<file path="src/rtl/serial_add4.sv">
// Bit-serial unsigned adder: one full-adder cell and a carry flop are reused
// over WIDTH clocks, LSB first, behind a START/BUSY/DONE handshake.
//
// state | meaning
// IDLE  | waiting for start; sum/cout hold the last result
// RUN   | one operand bit pair consumed per clock, LSB first
// FIN   | result just published, done high; start here restarts at once
module serial_add4 #(
  parameter int WIDTH = 4
) (
  input  logic             clk,
  input  logic             rst_n,
  input  logic             start,
  input  logic [WIDTH-1:0] a,
  input  logic [WIDTH-1:0] b,
  output logic             busy,
  output logic             done,
  output logic [WIDTH-1:0] sum,
  output logic             cout
);

  localparam int CW = (WIDTH > 1) ? $clog2(WIDTH) : 1;
  localparam logic [CW-1:0] LAST = CW'(WIDTH - 1);

  typedef enum logic [1:0] {IDLE, RUN, FIN} state_t;

  state_t           state, state_nxt;
  logic [WIDTH-1:0] sa, sb, ps;
  logic             c;
  logic [CW-1:0]    cnt;
  logic             s, c_nxt, last, load;

  assign s     = sa[0] ^ sb[0] ^ c;
  assign c_nxt = (sa[0] & sb[0]) | (sa[0] & c) | (sb[0] & c);
  assign last  = (state == RUN) && (cnt == LAST);
  // start is honoured in IDLE and FIN only; during RUN it is ignored
  assign load  = start && (state != RUN);
  assign busy  = (state == RUN);

  always_comb begin
    state_nxt = state;
    case (state)
      IDLE:    if (start) state_nxt = RUN;
      RUN:     if (cnt == LAST) state_nxt = FIN;
      FIN:     state_nxt = start ? RUN : IDLE;
      default: state_nxt = IDLE;
    endcase
  end

  always_ff @(posedge clk or negedge rst_n) begin
    if (!rst_n) begin
      state <= IDLE;
      sa    <= '0;
      sb    <= '0;
      ps    <= '0;
      c     <= 1'b0;
      cnt   <= '0;
      done  <= 1'b0;
      sum   <= '0;
      cout  <= 1'b0;
    end else begin
      state <= state_nxt;
      done  <= last;
      if (load) begin
        sa  <= a;
        sb  <= b;
        ps  <= '0;
        c   <= 1'b0;
        cnt <= '0;
      end else if (state == RUN) begin
        sa  <= sa >> 1;
        sb  <= sb >> 1;
        ps  <= {s, ps[WIDTH-1:1]};
        c   <= c_nxt;
        cnt <= cnt + CW'(1);
      end
      // publish on the same edge that raises done, including the final bit
      if (last) begin
        sum  <= {s, ps[WIDTH-1:1]};
        cout <= c_nxt;
      end
    end
  end

endmodule

</file>
<file path="config.mk">
export PLATFORM = sky130hd
export DESIGN_NAME = serial_add4
export DESIGN_NICKNAME = d
export VERILOG_FILES = /design/src/rtl/serial_add4.sv
export SDC_FILE = /design/constraint.sdc
export NUM_CORES = 1
export LEC_CHECK = 0
export CAP_MARGIN = 5
export CELL_PAD_IN_SITES_DETAIL_PLACEMENT = 0
export CELL_PAD_IN_SITES_GLOBAL_PLACEMENT = 1
export CORE_MARGIN = 3
export CORE_UTILIZATION = 44
export DETAILED_ROUTE_END_ITERATION = 6
export GPL_TIMING_DRIVEN = 0
export HOLD_SLACK_MARGIN = 0.15
export PLACE_DENSITY = 0.88
export SLEW_MARGIN = 20
export SYNTH_ARGS = -nofsm -noshare
export SYNTH_HDL_FRONTEND = slang
export SYNTH_SLANG_ARGS = --single-unit
export TNS_END_PERCENT = 10
</file>
<file path="constraint.sdc">
create_clock -name clk -period 3.1 [get_ports clk]
set_clock_uncertainty 0.05 [all_clocks]
set_input_delay 0.62 -clock clk [delete_from_list [all_inputs] [get_ports clk]]
set_output_delay 0.62 -clock clk [all_outputs]
set_load 0.05 [all_outputs]
</file>
; ---- After elaboration in Yosys (flattened, before gate mapping)
; Cells that the tools add are included.
[classes]
n_addsub = 1
eq_ne = 6
mux = 14
bitwise_logic = 7
reduce_logical = 5
[op_table]
columns = op, count
row1 = $mux 4, 6
row2 = $mux 2, 4
row3 = $pmux 2 s3, 1
row4 = $eq 2x2->1 const B, 2
row5 = $ne 2x1->1 const B, 2
row6 = $and 1x1->1, 3
row7 = $mux 1, 3
row8 = $add 2x1->2 const B, 1
row9 = $eq 2x1->1 const B, 1
row10 = $logic_and 1x1->1, 2
row11 = $logic_not 2->1, 1
row12 = $ne 2x2->1 const B, 1
row13 = $or 1x1->1, 2
row14 = $reduce_and 2->1, 1
row15 = $reduce_bool 2->1, 1
row16 = $xor 1x1->1, 2
[word_totals]
regBits = 23
input_bits = 11
output_inout_bits = 7
wordCells = 42

; ---- Depth between registers and ports, before layout
; Gate-level depths: netlist (run 1).
[logic_depth]
word_depth = 5
mapped_depth = 4

; ---- Worst setup path before layout (run 1)
; Ideal clock, no wire load.
[synth_path]
path_kind = reg2out
start = register state[1]
end = output busy
arrival_time_ns = 1.083
path_slack_ns = 1.347
stages_incl_launch_ff = 4
path_buffers = 1
path_cell_list = dfrtp_1 > nand2b_1 > buf_4 > inv_1
[synth_via]
elab_chain_len = 1
[synth_rtl]
columns = item, line_no
row1 = start: declaration, 27  ; state_t state, state_nxt;
row2 = start signal: assignment, 62  ; state <= state_nxt;
row3 = $eq 2x1->1, 38  ; assign busy = (state == RUN);
row4 = end: declaration, 16  ; output logic busy,
; Every way passes these cells.

; ---- Worst setup path after layout (run 1)
; Same ends and word-level chain as after synthesis.

==> qor.txt, run 1 <==
die area -> 2850 µm²
Slew @ Worst Pin -> 0.947 ns
Initial Utilization -> 0.483
Ports -> 18
met2 Usage GRT -> 0.198
Layout Nets -> 101
DIE WIDTH -> 53.4 µm
dominant cells by area after synthesis -> dfrtp_1 56%, mux2_2 23%, mux2i_1 3.0%
clock power share -> 0.129
met3 Track Usage GR -> 0.0254
Area growth syn-to-layout -> 23.3%
final hold violation count -> 0
flop2flop setup slack -> 1.66 ns
core region area -> 2040 µm²
routability cong. -> 0.691
YS warnings -> 0
DP Cell Count -> 110
Routed WL per cell -> 12.8 µm
CTS tree -> yes
Leakage -> 0.593 nW
Initial DRC Count -> 0
GR Util met1 -> 0.172
CP max stage delay -> 0.81 ns
Sw Ratio -> 0.364
vias in the first global route -> 571
Gate power share -> 0.477
Fin Setup TNS -> 0 ns
largest net degree at the start of global routing -> 23
WS Path Type -> flip-flop to output pin
CP arrival -> 2.05 ns
worst rel slew slack -> 0.367
cell accounting for the most synthesized area -> dfrtp_1
CP max-delay cell -> clkdlybuf4s50_1
IO buf count -> 16
clock root cell -> clkbuf_4
critical-path cell list -> nand2b_1 > buf_4 > inv_1 > clkdlybuf4s50_1
RSZ-0062 raised after global routing -> no
Tot Pwr -> 0.00120 W
WHS -> 0.443 ns
All-Layer GR Usage -> 0.129
Clock Sinks -> 22
post-route ant nets -> 0
Design Area, Final -> 1220 µm²
clock transition at the registers of the reported paths -> 0.12 ns
Detailed Place HPWL -> 1060 µm
Synth Cell Area -> 987 µm²
outcome -> completed
HP Class -> flip-flop to flip-flop
CTS Buffer Depth -> 2
Final Setup Violations -> 0
CP max FO -> 10
hold-fix buffers at CTS -> 0
sequential power share -> 0.393
vias per cell -> 4.71
Power Density -> 988 nW/µm²
Detailed Routing Iterations Pass 1 -> 1
H-tree level count -> 1
startpoint types -> flip-flop
post-route insts no fill -> 114
Distinct cells, synth -> 16
GR Overflow Total -> 0
Worst setup EP type -> output pin
FMAX -> 0.368 GHz
share of cells above drive strength 1 -> 0.333
Tmin final -> 2.72 ns
first-pass GRT wire length -> 2570 µm
Std-Cell Rows -> 16
register bit total from synthesis -> 22
syn avg cell area -> 14.7 µm²
setup repair bufs after CTS -> 0
CTS Buf Count -> 3
Residual DRC -> 0
CTS resizes -> 0
Final period util -> 0.877
maximum vdd drop -> 0.000465 V
Slew Viols, Final -> 0
clk_lat worst skew -> 0.30 ns
Cell Area, Placed -> 1180 µm²
Vias -> 537
final WL -> 1460 µm
Die H -> 53.4 µm
worst path required time -> 2.43 ns
Sw Pwr -> 0.000438 W
Ant. Diodes -> 0
cells after synthesis -> 67
Top Usage Layer GRT -> met2
post-synthesis sequential area ratio -> 0.558
post-synth top area share -> 0.558
max-cap viol count -> 0
antenna violations before repair -> 0
Synth Net Count -> 80
Int Pwr -> 0.000765 W
[worst max-delay path: cells and delay by family, from the launching register on]
| kind | cells | cell delay [ns] |
|---|---|---|
| buf+inv | 3 | 1.13 |
| flops | 1 | 0.39 |
| simple gates | 1 | 0.22 |
[registers in the layout, summed over array words and instances (netlist names)]
signal and cells:
done 1, c 1, cout 1, sum 4, cnt 2, sa 4
ps 3, state 2, sb 4
[kinds of logic (layout without fill, tap and decap cells)]
family | count (synthesis) | after routing | synth area share
multiplexers | 25 | 25 | 0.289
flip-flops | 22 | 22 | 0.558
AND/OR/NAND/NOR | 10 | 10 | 0.0646
buffers and inverters | 7 | 27 | 0.0494
adder cells (fa/ha/maj) | 2 | 2 | 0.0330
AO/OA/AOI/OAI | 1 | 1 | 0.00634
[power groups by stage]
stage | Combinational [W] | Clock (W) | Sequential (W)
finish | 0.000574 | 0.000156 | 0.000473
global route | 0.000634 | 0.000170 | 0.000494
CTS | 0.000588 | 0.000159 | 0.000477
detailed placement | 0.000586 | 0 | 0.000482
global placement | 0.000576 | 0 | 0.000478
floorplan | 0.000323 | 0 | 0.000581
[cells in the final DEF, fill, tap and decap left out, drive strengths merged]
cell type / n
dfrtp: 22
nor2: 2
mux2: 22
fa: 1
nand3b: 1
o22ai: 1
ha: 1
inv: 4
and2b: 4
mux2i: 3
nand2b: 2
buf: 3
clkbuf: 4
clkdlybuf4s50: 16
nor2b: 1
[stage by stage]
step / setup WS, ns / util
after global routing: 0.281 / 0.596
final: 0.382 / 0.596
after floorplan: 1.35 / -
after CTS: 0.349 / 0.596
after global placement: 0.692 / 0.578
after detailed placement: 0.703 / 0.578
[synthesized netlist by cell type, drive strengths merged]
cell type	number
nand3b	1
nor2	2
mux2i	3
nand2b	2
buf	3
ha	1
nor2b	1
o22ai	1
fa	1
mux2	22
inv	4
and2b	4
dfrtp	22
[final cells by class]
| cell class | instances | area, µm² |
|---|---|---|
| Buffer | 3 | 33.8 |
| Tap cell | 27 | 33.8 |
| Clock buffer | 4 | 36.3 |
| Sequential cell | 22 | 551 |
| Fill cell | 184 | 825 |
| Timing Repair Buffer | 16 | 160 |
| Inverter | 4 | 15.0 |
| Multi-Input combinational cell | 38 | 388 |
[layer usage]
| metal | vias up | wire, µm |
|---|---|---|
| met5 | - | 0 |
| met4 | 0 | 17 |
| met3 | 2 | 75 |
| met2 | 12 | 711 |
| met1 | 256 | 657 |
| li1 | 267 | - |
[worst paths after layout]
check                                startpoint                  to  cells after the start
min reg2reg                  cnt[0]$_DFFE_PN0P_  cnt[0]$_DFFE_PN0P_                      1
max in group asynchronous                 rst_n       c$_DFFE_PN0P_                      1
min in group asynchronous                 rst_n    cout$_DFFE_PN0P_                      1
max reg2reg                  cnt[0]$_DFFE_PN0P_  sum[2]$_DFFE_PN0P_                      3
min                          cnt[0]$_DFFE_PN0P_  cnt[0]$_DFFE_PN0P_                      1
max                        state[1]$_DFFE_PN0P_                busy                      4
No activity file was read; power rests on OpenSTA's default activity.
==> run 2, diff against run 1 <==
--- a/config.mk
+++ b/config.mk
@@ -9,11 +9,11 @@
 export CELL_PAD_IN_SITES_DETAIL_PLACEMENT = 0
 export CELL_PAD_IN_SITES_GLOBAL_PLACEMENT = 1
 export CORE_MARGIN = 3
-export CORE_UTILIZATION = 44
+export CORE_UTILIZATION = 39
 export DETAILED_ROUTE_END_ITERATION = 6
 export GPL_TIMING_DRIVEN = 0
 export HOLD_SLACK_MARGIN = 0.15
-export PLACE_DENSITY = 0.88
+export PLACE_DENSITY = 0.8
 export SLEW_MARGIN = 20
 export SYNTH_ARGS = -nofsm -noshare
 export SYNTH_HDL_FRONTEND = slang
==> run 2 against run 1 <==
  * Sequential cell count unchanged
  * Power increased by 5.3%
  * Worst setup slack got worse by 0.029 ns
  * Routed wire length increased by 2.3%
  * Critical path type unchanged
==> qor.txt, run 2 (same netlist as run 1, synthesis figures left out) <==
outcome -> completed
Detailed Routing Iterations Pass 1 -> 2
post-route ant nets -> 0
share of cells above drive strength 1 -> 0.345
Buf/Inv on CP -> 3
Initial DRC Count -> 1
sequential power share -> 0.377
CTS resizes -> 0
final WL -> 1500 µm
worst rel slew slack -> 0.670
most common cell after layout, fill and taps aside -> dfrtp_1
FF-to-FF Start -> cnt[0]$_DFFE_PN0P_
Area growth syn-to-layout -> 24.6%
Routed WL per cell -> 13.0 µm
startpoint types -> flip-flop
Ant. Diodes -> 0
antenna violations before repair -> 0
Slew Viols, Final -> 0
Worst setup EP type -> output pin
Die H -> 56.3 µm
Gate power share -> 0.450
hold-fix buffers at CTS -> 0
Layout Nets -> 101
CP max stage delay -> 0.80 ns
clock root cell -> clkbuf_4
Clock Sinks -> 22
Vias -> 563
clock transition at the registers of the reported paths -> 0.13 ns
Final period util -> 0.886
max-cap viol count -> 0
most frequent cells in the layout -> 22 x dfrtp_1, 20 x mux2_2, 15 x clkdlybuf4s50_1, 4 x inv_1, 4 x and2b_1
crit path launch -> state[1]$_DFFE_PN0P_
CP top delay family -> buffers and inverters
Leakage -> 0.600 nW
Multi-input gate area -> 388 µm²
maximum vdd drop -> 0.000482 V
first-pass GRT wire length -> 2730 µm
CTS Buffer Depth -> 2
All-Layer GR Usage -> 0.112
routability cong. -> 0.649
Std-Cell Rows -> 17
register area -> 551 µm²
Residual DRC -> 0
final hold violation count -> 0
biggest regs -> sa: 4 flops, sb: 4 flops, sum: 4 flops
worst path required time -> 2.43 ns
post-route insts no fill -> 115
vias per cell -> 4.90
Cell Area, Placed -> 1180 µm²
DIE WIDTH -> 56.3 µm
H-tree level count -> 1
Sw Ratio -> 0.351
RSZ-0062 raised after global routing -> no
Tot Pwr -> 0.00127 W
vias in the first global route -> 623
CTS Buf Count -> 3
clock power share -> 0.174
Int Pwr -> 0.000821 W
IO buf count -> 16
critical-path cell list -> nand2b_1 > buf_4 > inv_1 > clkdlybuf4s50_1
die area -> 3170 µm²
CP max FO -> 10
FMAX -> 0.364 GHz
Tmin final -> 2.75 ns
clk_lat worst skew -> 0.31 ns
GR Overflow Total -> 0
WS Path Type -> flip-flop to output pin
largest net degree at the start of global routing -> 23
CP arrival -> 2.08 ns
Fin Setup TNS -> 0 ns
DP Cell Count -> 111
fillers -> 219
Slew @ Worst Pin -> 0.493 ns
HP Class -> input port to async pin
core region area -> 2300 µm²
Initial Utilization -> 0.430
CP max-delay cell -> clkdlybuf4s50_1
Sw Pwr -> 0.000445 W
Final Setup Violations -> 0
setup repair bufs after CTS -> 0
Ports -> 18
Power Density -> 1030 nW/µm²
CTS tree -> yes
Design Area, Final -> 1230 µm²
run 2: cell count changes in the layout (fill, tap and decap cells not counted):
cell / change
buf_2: +1
clkdlybuf4s50_1: -1
bufinv_16: +1
clkbuf_8: -1
run 2: per-layer routing:
| layer | up-vias | part of all wire | global-route usage |
|---|---|---|---|
| met3 | 4 | 0.046 | 0.0299 |
| li1 | 268 | - | - |
| met4 | 0 | 0.014 | 0.0508 |
| met2 | 12 | 0.51 | 0.190 |
| met5 | - | 0 | 0 |
| met1 | 279 | 0.43 | 0.132 |
run 2: final timing paths:
kind                            slack (ns)                  to  cells after the start
worst max-delay path                  0.35                busy                      4
worst min-delay path                  0.20  cnt[1]$_DFFE_PN0P_                      1
worst max register to register        1.66  sum[3]$_DFFE_PN0P_                      3
worst min register to register        0.44  cnt[0]$_DFFE_PN0P_                      1
max in group asynchronous             2.47   sa[2]$_DFFE_PN0P_                      1
min in group clk                      0.44  cnt[0]$_DFFE_PN0P_                      1
run 2: final cells by class:
type                    instances  share of cell area
flip-flops and latches         22               0.448
clock inverters                 1              0.0244
well taps                      28              0.0285
multi-input cells              38               0.315
clock buffers                   3              0.0183
plain buffers                   3              0.0275
inverters                       4              0.0122
repair buffers                 16               0.126
run 2: metrics by stage:
step | hold slack, ns | utilization | setup WS (ns)
global route | 0.219 | 0.535 | 0.235
detailed placement | 0.432 | 0.515 | 0.715
floorplan | 0.274 | - | 1.35
CTS | 0.449 | 0.538 | 0.330
finish | 0.201 | 0.535 | 0.353
global placement | 0.418 | 0.515 | 0.711
run 2: power groups by stage:
| stage | sequential (W) | combinational [W] | clock [W] |
|---|---|---|---|
| 2_1_floorplan | 0.000581 | 0.000323 | 0 |
| 3_3_place_gp | 0.000479 | 0.000571 | 0 |
| 3_5_place_dp | 0.000486 | 0.000581 | 0 |
| 4_1_cts | 0.000479 | 0.000583 | 0.000226 |
| 5_1_grt | 0.000499 | 0.000622 | 0.000239 |
| 6_report | 0.000477 | 0.000569 | 0.000220 |
run 2: worst register-to-register path: stages, from the launching register on:
cell and delay (ns):
dfrtp_1 0.42, ha_1 0.22, nand3b_1 0.27, mux2_2 0.38
==> run 3, diff against run 2 <==
--- a/config.mk
+++ b/config.mk
@@ -5,6 +5,7 @@
 export SDC_FILE = /design/constraint.sdc
 export NUM_CORES = 1
 export LEC_CHECK = 0
+export ABC_AREA = 0
 export CAP_MARGIN = 5
 export CELL_PAD_IN_SITES_DETAIL_PLACEMENT = 0
 export CELL_PAD_IN_SITES_GLOBAL_PLACEMENT = 1
==> results of run 3 <==
The final DEF is identical to that of run 2; final timing and power are the same.
==> RTL change 1: new RTL, settings of run 3 <==
The output `done` loses its register stage (`done` becomes a continuous assignment).
--- a/src/rtl/serial_add4.sv
+++ b/src/rtl/serial_add4.sv
@@ -56,10 +56,8 @@
       c     <= 1'b0;
       cnt   <= '0;
-      done  <= 1'b0;
       sum   <= '0;
       cout  <= 1'b0;
     end else begin
       state <= state_nxt;
-      done  <= last;
       if (load) begin
         sa  <= a;
@@ -83,4 +81,6 @@
   end
 
+  assign done = last;
+
 endmodule
 
Check against the original RTL: not equivalent (Yosys sat finds a counterexample within 10 cycles, from zero or initial values and one cycle with rst_n low).
==> RTL change 1 against run 3 <==
- sequential share of layout area fell by 0.36 points
- final cell count fell by 0.87%
- setup slack improved by 34 ps
- critical path depth did not move
- sequential cell count fell by 1
- wire length fell by 7.6%
- design area fell by 3.8%
- clock power fell by 44%
- synthesized cell count fell by 1.5%
- count of clock-buffer cells in the layout rose by 1
- area after synthesis fell by 2.5%
- power fell by 9.1%
- non-clock buffer count did not move
- critical path type unchanged
- largest cell class unchanged
- largest power group unchanged
==> RTL change 1: results (changes against run 3) <==
| Metric | Value |
|---|---|
| Outcome | finished, final reports clean |
| Clk_lat worst skew | 290 ps (-20 ps) |
| Hold_ws | 444 ps (+243 ps) |
| Arrival @ worst endpoint | 2040 ps (-40 ps) |
| Commonest cells in the netlist | 21 x dfrtp_1, 20 x mux2_2, 4 x and2b_1, 4 x inv_1, 3 x mux2i_1 |
| Syn avg cell area | 14.6 sq um (-1.1%) |
| Leakage | 0.000573 uW (-4.4%) |
| Buffers excl. clock | 19 (unchanged) |
| Metal-1 WL | 625 um (-3.3%) |
| CP max FO | 7 (-3) |
| Min-Delay Path Class | reg -> reg |
| Worst Max-Slew Pin Slew | 905 ps (+412 ps) |
| Metal2 WL | 655 um (-13%) |
| FFs & Latches | 21 (-4.5%) |
| Fin util | 0.520 (-0.0153) |
| Synth top area cells | dfrtp_1 55%, mux2_2 23%, mux2i_1 3.1% |
| Initial antenna violation count | 0 (unchanged) |
| Via count | 540 (-4.1%) |
| Critical path's largest stage delay | 800 ps (about the same) |
| RePlAce Congestion | 0.618 (-4.7%) |
| GRT Util Overall | 0.107 (-0.00481) |
| Reg clk slew, reported paths | 100 ps (-30 ps) |
| # fillers | 204 (-6.8%) |
| Worst flop-to-flop path endpoint | cout |
| Met1 usage | 0.122 (-0.0101) |
| Clock tree cell share of total cell area | 0.0222 (-0.0205) |
| Register area share after synthesis | 0.546 (-0.0115) |
| # nets final | 100 (-0.99%) |
| Met2 usage | 0.179 (-0.0113) |
| Largest net degree at the start of global routing | 22 (-4.3%) |
| Placed insts | 110 (-0.90%) |
| Reg power frac | 0.397 (+0.020) |
| FF-to-FF path depth | 3 (unchanged) |
| WL met3 | 91 um (+32%) |
| Peak supply drop | 0.578 mV (+20%) |
| P_seq | 457 uW (-4.2%) |
| Layout cell share with drive strength beyond 1 | 0.326 (-0.0192) |
| NonClk Buf Share | 0.164 (+0.0102) |
| Cell count of the worst hold path | 1 |
| CLK BUF | 4 (+1) |
| First-pass GRT wire length | 2560 um (-6.1%) |
| Setup WS pre-CTS | 705 ps (-9.89 ps) |
| Number of global-route vias before repair | 613 (-1.6%) |
| Int Pwr | 726 uW (-12%) |
| Post-synth top area cell | dfrtp_1 |
| Routed WL | 1380 um (-7.6%) |
| GR Util met3 | 0.0510 (+0.0212) |
| Core Area | 2280 sq um (-0.93%) |
| Multi-input gate share of total cell area | 0.328 (+0.0123) |
| Post-synth net total | 79 (-1.3%) |
| Starting DRC count in detailed routing | 4 (+3) |
-- RTL change 1: cell types whose count changed after synthesis --
cell / delta
dfrtp_1: -1
-- RTL change 1: kinds of logic (layout without fill, tap and decap cells) --
| group | count (synthesis) | in the layout | share of synthesized area |
|---|---|---|---|
| buf+inv | 7 | 27 | 0.0507 |
| compound gates | 1 | 1 | 0.00651 |
| simple gates | 10 | 10 | 0.0663 |
| mux | 25 | 25 | 0.296 |
| fa+ha+maj | 2 | 2 | 0.0338 |
| flops | 21 | 21 | 0.546 |
-- RTL change 1: how the worst max path moves through the flow --
stage,startpoint,end,slack [ps],depth (start not counted)
2_1_floorplan,state[1],busy,1350,3
3_3_place_gp,state[1],busy,710,4
3_5_place_dp,cnt[0],done,700,4
4_1_cts,cnt[0],done,360,4
5_1_grt,cnt[0],done,240,4
6_report,cnt[0],done,390,4
-- RTL change 1: worst register-to-register path, stage by stage, from the launching register on --
cell and delay, ps:
dfrtp_1 410, ha_1 220, nand3b_1 290, mux2_2 380
==> RTL change 2: new RTL, config.mk and constraints of run 3 <==
Made on the original files. `WIDTH`: 4 -> 8.
--- a/src/rtl/serial_add4.sv
+++ b/src/rtl/serial_add4.sv
@@ -7,5 +7,5 @@
 // FIN   | result just published, done high; start here restarts at once
 module serial_add4 #(
-  parameter int WIDTH = 4
+  parameter int WIDTH = 8
 ) (
   input  logic             clk,
Ports: changed (resized a, b and sum); port bits go from 18 to 30. No check against the original RTL was run, so the function may have changed too.
==> RTL change 2 against run 3 <==
- die area rose by 73%
- design area rose by 82%
- register-to-register slack got worse by 270 ps
- non-clock buffer count rose by 17
- sequential power rose by 77%
- sequential cell count rose by 17
- power rose by 68%
- wire length rose by 87%
- critical path type unchanged
- combinational power rose by 72%
- area after synthesis rose by 83%
- setup slack improved by 32 ps
- global-route usage rose by 0.33 points
==> RTL change 2: results (changes against run 3) <==
| Metric | Value |
|---|---|
| Met2 usage | 0.186 (-0.00429) |
| Routed WL | 2800 um (+87%) |
| Post-synth net total | 141 (+76%) |
| First-pass GRT wire length | 4830 um (+77%) |
| Commonest cells in the netlist | 39 x dfrtp_1, 35 x mux2_2, 12 x mux2_4 |
| Port Buffers | 28 (+12) |
| Number of global-route vias before repair | 1095 (+76%) |
| Clk_lat worst skew | 280 ps (-30 ps) |
| RePlAce Congestion | 0.737 (+14%) |
| Leakage | 0.00107 uW (+78%) |
| Starting DRC count in detailed routing | 22 (+21) |
| Metal2 WL | 1340 um (+77%) |
| Vias per cell | 4.90 (about the same) |
| Register area share after synthesis | 0.541 (-0.0168) |
| Via count | 1009 (+79%) |
| GR Util met3 | 0.0392 (+0.00930) |
| # nets final | 177 (+75%) |
| Largest regs | sa: 8 flops, sb: 8 flops, sum: 8 flops |
| Metal-1 WL | 1280 um (+98%) |
| # fillers | 366 (+67%) |
| Layout cell share with drive strength beyond 1 | 0.396 (+0.0513) |
| Outcome | finished, final reports clean |
| Met1 usage | 0.145 (+0.0130) |
| Synth top area cells | dfrtp_1 54%, mux2_2 22%, mux2_4 10% |
| GRT Util Overall | 0.115 (+0.00334) |
| Peak supply drop | 0.492 mV (+2.0%) |
| Critical path's largest stage delay | 810 ps |
| Clock buffer count from CTS | 5 (+2) |
| Worst Max-Slew Pin Slew | 498 ps (+5.05 ps) |
| Placed insts | 200 (+80%) |
| CTS H-tree depth | 2 (+1) |
| Initial antenna violation count | 0 (unchanged) |
| Largest net degree at the start of global routing | 27 (+17%) |
| Initial DRT Pass Iterations | 4 (+2) |
| Root Buffer | clkbuf_8 |
| Reg clk slew, reported paths | 70 ps (-60 ps) |
| Gate Count Post-Synth | 119 (+78%) |
-- RTL change 2: cell types whose count changed after synthesis, sizes merged --
cell / change
dfrtp: +17
mux2: +25
and2b: -1
nor2b: +6
buf: +4
ha: +1
-- RTL change 2: path summary, 6_finish.rpt --
path	start	endpoint	slack (ps)	cells past startpoint
min in group clk	state[0]	state[0]	440	1
min reg2reg	state[0]	state[0]	440	1
min	rst_n	done	190	1
max reg2reg	cnt[0]	sum[5]	1390	5
max	state[1]	busy	380	5
max in group asynchronous	rst_n	c	2350	2
-- RTL change 2: worst max-delay path, delay by kind of cell, from the launching register on --
kind | cells | cell delay (ps)
buffers and inverters | 4 | 1260
flip-flops | 1 | 370
AND/OR/NAND/NOR | 1 | 130
-- RTL change 2: through the flow --
step / utilization / instance area (sq um) / setup slack, ps
4_1_cts: 0.507 / 2240 / 361
5_1_grt: 0.507 / 2240 / 274
3_3_place_gp: 0.487 / 2150 / 453
2_1_floorplan: - / 1800 / 1300
3_5_place_dp: 0.490 / 2160 / 692
6_report: 0.507 / 2240 / 385
-- RTL change 2: cell families after synthesis --
| family | count (synthesis) | synth area share |
|---|---|---|
| mux | 50 | 0.335 |
| flops | 39 | 0.541 |
| compound gates | 1 | 0.00347 |
| fa+ha+maj | 3 | 0.0250 |
| buf+inv | 11 | 0.0437 |
| simple gates | 15 | 0.0520 |
-- RTL change 2: cell type report --
type,instances,area share
clock buffer,6,0.0324
inverter,4,0.00671
sequential,39,0.436
buffer,7,0.0285
timing repair buffer,29,0.132
multi-input combinational,69,0.335
tap,52,0.0291
-- RTL change 2: power breakdown --
part           internal, uW  switching, uW
clock                   150            153
sequential              726            116
combinational           522            458
total                  1400            727
